### src/rtl/pipe_adder_pkg.sv
// Shared definitions for the pipelined adder/subtractor: mode encoding and slice sizing.
package pipe_adder_pkg;

  typedef enum logic {
    MODE_ADD = 1'b0,
    MODE_SUB = 1'b1
  } mode_e;

  // Slice width; callers compare calc_cw(w, s) * s against w to reject uneven splits.
  function automatic int unsigned calc_cw(input int unsigned width, input int unsigned stages);
    return (stages == 0) ? 0 : width / stages;
  endfunction

endpackage

### src/rtl/m_pipe_slice.sv
// One registered ripple-carry slice: CW full-adder cells, sum/carry/overflow captured on en.
module m_pipe_slice
  import pipe_adder_pkg::*;
#(
  parameter int unsigned CW = 8
) (
  input  logic          clk,
  input  logic          rst_n,
  input  logic          en,
  input  logic [CW-1:0] a,
  input  logic [CW-1:0] b,
  input  logic          cin,
  output logic [CW-1:0] s,
  output logic          cout,
  output logic          ovf
);

  logic [CW:0]   c;
  logic [CW-1:0] sum;

  assign c[0] = cin;

  for (genvar i = 0; i < CW; i++) begin : g_fa
    assign sum[i]   = a[i] ^ b[i] ^ c[i];
    assign c[i+1]   = (a[i] & b[i]) | (c[i] & (a[i] ^ b[i]));
  end

  // Overflow only matters in the most significant slice; the top picks that one.
  always_ff @(posedge clk or negedge rst_n) begin
    if (!rst_n) begin
      s    <= '0;
      cout <= 1'b0;
      ovf  <= 1'b0;
    end else if (en) begin
      s    <= sum;
      cout <= c[CW];
      ovf  <= c[CW] ^ c[CW-1];
    end
  end

endmodule

### src/rtl/m_pipe_adder.sv
// Pipelined WIDTH-bit adder/subtractor: STAGES ripple slices, one per clock, valid/ready with stall-all backpressure.
module m_pipe_adder
  import pipe_adder_pkg::*;
#(
  parameter int unsigned WIDTH  = 32,
  parameter int unsigned STAGES = 4
) (
  input  logic             w_clk,
  input  logic             w_rst_n,
  input  logic             w_in_valid,
  output logic             w_in_ready,
  input  logic [WIDTH-1:0] w_a,
  input  logic [WIDTH-1:0] w_b,
  input  logic             w_sub,
  output logic             w_out_valid,
  input  logic             w_out_ready,
  output logic [WIDTH-1:0] w_s,
  output logic             w_cout,
  output logic             w_ovf
);

  localparam int unsigned CW = calc_cw(WIDTH, STAGES);

  if (STAGES == 0 || STAGES > WIDTH || CW * STAGES != WIDTH) begin : g_cfg_err
    $error("m_pipe_adder: WIDTH must be a non-zero multiple of STAGES");
  end

  logic              adv;
  logic              sub_c;
  logic [WIDTH-1:0]  b_in;
  logic [STAGES-1:0] valid_q;
  logic [STAGES-1:0] sl_c;
  logic [CW-1:0]     sl_s   [STAGES];
  logic              sl_ovf [STAGES];

  assign adv        = !valid_q[STAGES-1] || w_out_ready;
  assign w_in_ready = adv;
  assign sub_c      = (mode_e'(w_sub) == MODE_SUB);
  assign b_in       = sub_c ? ~w_b : w_b;

  // Valid chain: whole pipe moves together or holds together.
  always_ff @(posedge w_clk or negedge w_rst_n) begin
    if (!w_rst_n) begin
      valid_q <= '0;
    end else if (adv) begin
      valid_q[0] <= w_in_valid;
      for (int k = 1; k < int'(STAGES); k++) begin
        valid_q[k] <= valid_q[k-1];
      end
    end
  end

  for (genvar k = 0; k < STAGES; k++) begin : g_stage
    localparam int unsigned OPW = WIDTH - k * CW;
    localparam int unsigned RW  = (k + 1) * CW;

    // op_*: operand bits not yet consumed; res: finished low slices of this operation.
    logic [OPW-1:0] op_a;
    logic [OPW-1:0] op_b;
    logic           cin;
    logic [RW-1:0]  res;

    if (k == 0) begin : g_head
      assign op_a = w_a;
      assign op_b = b_in;
      assign cin  = sub_c;
      assign res  = sl_s[0];
    end else begin : g_body
      logic [OPW-1:0]   a_q;
      logic [OPW-1:0]   b_q;
      logic [RW-CW-1:0] r_q;

      always_ff @(posedge w_clk or negedge w_rst_n) begin
        if (!w_rst_n) begin
          a_q <= '0;
          b_q <= '0;
          r_q <= '0;
        end else if (adv) begin
          a_q <= g_stage[k-1].op_a[OPW+CW-1:CW];
          b_q <= g_stage[k-1].op_b[OPW+CW-1:CW];
          r_q <= g_stage[k-1].res;
        end
      end

      assign op_a = a_q;
      assign op_b = b_q;
      assign cin  = sl_c[k-1];
      assign res  = {sl_s[k], r_q};
    end

    m_pipe_slice #(.CW(CW)) u_slice (
      .clk   (w_clk),
      .rst_n (w_rst_n),
      .en    (adv),
      .a     (op_a[CW-1:0]),
      .b     (op_b[CW-1:0]),
      .cin   (cin),
      .s     (sl_s[k]),
      .cout  (sl_c[k]),
      .ovf   (sl_ovf[k])
    );
  end

  assign w_out_valid = valid_q[STAGES-1];
  assign w_s         = g_stage[STAGES-1].res;
  assign w_cout      = sl_c[STAGES-1];
  assign w_ovf       = sl_ovf[STAGES-1];

endmodule

### config.mk
export PLATFORM = sky130hd
export DESIGN_NAME = m_pipe_adder
export DESIGN_NICKNAME = d
export VERILOG_FILES = /design/src/rtl/pipe_adder_pkg.sv /design/src/rtl/m_pipe_slice.sv /design/src/rtl/m_pipe_adder.sv
export SDC_FILE = /design/constraint.sdc
export NUM_CORES = 1
export LEC_CHECK = 0
export CELL_PAD_IN_SITES_DETAIL_PLACEMENT = 1
export CELL_PAD_IN_SITES_GLOBAL_PLACEMENT = 1
export CORE_UTILIZATION = 35
export DETAILED_ROUTE_END_ITERATION = 8
export GPL_TIMING_DRIVEN = 0
export PLACE_DENSITY = 0.68
export SLEW_MARGIN = 10
export SYNTH_ARGS = -nofsm -noshare
export SYNTH_HDL_FRONTEND = slang
export SYNTH_SLANG_ARGS = --single-unit
### constraint.sdc
create_clock -name w_clk -period 6.1 [get_ports w_clk]
set_clock_uncertainty 0.2 [all_clocks]
set_input_delay 1.22 -clock w_clk [delete_from_list [all_inputs] [get_ports w_clk]]
set_output_delay 1.22 -clock w_clk [all_outputs]
set_load 0.1 [all_outputs]
==> out/qor.yml, run 1 <==
first_pass_iters: 4
crit_start: "w_out_ready"
area_growth_pct: 24.62
cts_buffer_depth: 2
drv_slew: 0
grt_max_degree: 101
endpoint_kind: "primary output"
syn_inst: 505
antenna_cells: 0
fin_crit_sh: 0.8649
wl_um: 17900
yosysWarnings: 0
drv_cap: 0
fp.dieW_um: 157.3
rr_worst_depth: 13
syn_area_per_cell_sq_um: 16.71
clk_pin_slew_worst_paths_ns: 0.06
critPathLaunchType: "input port"
routed_via_density: 4.529
initial_core_util: 0.3585
row_count: 56
tightest_slew_ns: 0.9943
hold_depth: 1
grt_pass1_wl_um: 29120
dp_hpwl_um: 12490
grt_usage: 0.1597
antenna_found_initial: 0
synthesis.area_sq_um: 8441
route.vias.total: 4339
synth_top_area_cell: "dfrtp_1"
finalCriticalPeriod_ns: 5.276
required_ns: 4.68
synthTopCellsByArea: "dfrtp_1, mux2_4, fa_1, mux2_2, xor2_1"
dp.cells: 928
cts_root_buffer: "clkbuf_16"
io_pins: 105
finalPower_mw: 6.219
cts_sinks: 185
layout.nets: 728
portBuffers: 103
cts_resized: 0
place_congestion: 0.7537
die_area_sq_um: 24740
coreArea_sq_um: 23540
cts_setup_buffers: 0
p_leak_nw: 4.779
first_global_vias: 5064
synth_seq_cells: 185
synth_cell_types: 14
clock_latency_ns: 0.43
fillers: 2345
cts_tree: "done"
fin_cells: 958
synth-seq-area-share: 0.5485
hp-class: "reg2reg"
power_density_nw_per_um2: 591.2
hold_start: "valid_q[2]"
rsz0062_at_grt: "no"
grt_overflow: 0
wl_per_cell_um: 18.68
setup.worst_path.class: "in2out"
cts_hold_buf: 0
ant_nets: 0
syn_nets: 605
drc: 0
hold_violations: 0
final_layout_size_suffix_gt1_frac: 0.3505
cp_data_arrival_time_ns: 3.86
crit_fanout: 10
relSlewSlack: 0.3351
cts_buffers: 17
status: "completed"
irDropWorstVdd_v: 0.0003020
netlist.area_leader.share: 0.5485
drtIter0Drc: 82
h-tree-depth: 4
r2r_start: "g_stage[3].g_body.b_q[0]"
fmax_mhz: 189.5
setup_viol: 0
die_y_um: 157.3
## path summary, 6_finish.rpt
path,to,slack [ns]
max,w_in_ready,0.82
min,valid_q[3],0.27
max reg2reg,g_stage[3].u_slice.ovf,2.02
min reg2reg,valid_q[3],0.27
max in group asynchronous,g_stage[3].g_body.a_q[7],4.19
min in group asynchronous,g_stage[3].u_slice.s[4],0.59
## power breakdown
part | switching (mW) | internal, mW | leakage [nW] | total [mW]
clock | 0.470 | 0.694 | 0.288 | 1.16
sequential | 0.364 | 1.79 | 2.14 | 2.15
combinational | 1.61 | 1.29 | 2.35 | 2.90
total | 2.45 | 3.77 | 4.78 | 6.22
## through the flow
stage	instance area [sq um]	TNS (ns)	hold slack [ns]	setup slack, ns	utilization
3_3_place_gp	9871	-713.72	0.2546	-3.872	0.4193
4_1_cts	10520	0	0.2725	0.7695	0.4468
5_1_grt	10520	0	0.3068	0.6530	0.4468
3_5_place_dp	9903	0	0.2573	0.3737	0.4207
2_1_floorplan	8441	0	0.2349	1.087	-
6_report	10520	0	0.2678	0.8243	0.4468
## worst max-delay path, cell delays in order
cell and delay (ns):
clkdlybuf4s50_1 0.61, nand2b_1 0.14, buf_2 0.16, buf_6 0.19
buf_6 0.19, buf_6 0.19, clkdlybuf4s50_1 1.15
## cells in the final DEF, fill, tap and decap left out, types with 4 or more instances in the layout
cell and count:
inv_1 28, bufinv_16 4, mux2_2 48, a21oi_1 14, buf_6 16, nor3b_1 14
fa_1 31, xor2_1 25, mux2_4 121, clkbuf_1 4, clkdlybuf4s50_1 102, xnor2_1 8
clkbuf_16 17, buf_2 8, clkinvlp_4 4, dfrtp_1 185
## registers in the layout (all words and copies together) (netlist names)
register              cells
g_stage.g_body.a_q       48
g_stage.u_slice.cout      4
valid_q                   4
g_stage.u_slice.s        32
g_stage.u_slice.ovf       1
g_stage.g_body.b_q       48
g_stage.g_body.r_q       48
## cells in the mapped netlist
| library cell | number |
|---|---|
| fa_1 | 31 |
| xnor2_1 | 8 |
| buf_6 | 16 |
| buf_2 | 8 |
| nor3b_1 | 14 |
| nand2b_1 | 2 |
| mux2_4 | 121 |
| inv_1 | 28 |
| mux2i_1 | 2 |
| a21oi_1 | 14 |
| clkbuf_1 | 3 |
| mux2_2 | 48 |
| dfrtp_1 | 185 |
| xor2_1 | 25 |
## cells by family after synthesis
kind of cell	Yosys count	synth area share
simple gates	16	0.01393
mux	171	0.2816
compound gates	14	0.008302
flops	185	0.5485
buf+inv	55	0.03988
xor+xnor	33	0.03424
fa+ha+maj	31	0.07353
## cell type report
cell class	instances	area (sq um)	area share
sequential	185	4629	0.4401
multi-input combinational	265	3475	0.3303
clock buffer	19	442.9	0.04211
buffer	27	231.5	0.02201
timing repair buffer	104	1064	0.1011
inverter	28	105.1	0.009992
tap	319	399.1	0.03794
clock inverter	11	172.7	0.01641
## metal layers
layer	GRT usage	part of all wire
met5	0	0
met4	0.04300	0.0095
met3	0.03084	0.026
met2	0.2695	0.50
met1	0.2093	0.46
No activity file was read; power rests on OpenSTA's default activity.
==> inputs of run 2 (changes only) <==
--- a/config.mk
+++ b/config.mk
@@ -8,6 +8,7 @@
 export CELL_PAD_IN_SITES_DETAIL_PLACEMENT = 1
 export CELL_PAD_IN_SITES_GLOBAL_PLACEMENT = 1
 export CORE_UTILIZATION = 35
+export CTS_CLUSTER_DIAMETER = 50
 export DETAILED_ROUTE_END_ITERATION = 8
 export GPL_TIMING_DRIVEN = 0
 export PLACE_DENSITY = 0.68
==> results of run 2 <==
No change in the layout: final DEF, timing and power equal those of run 1.
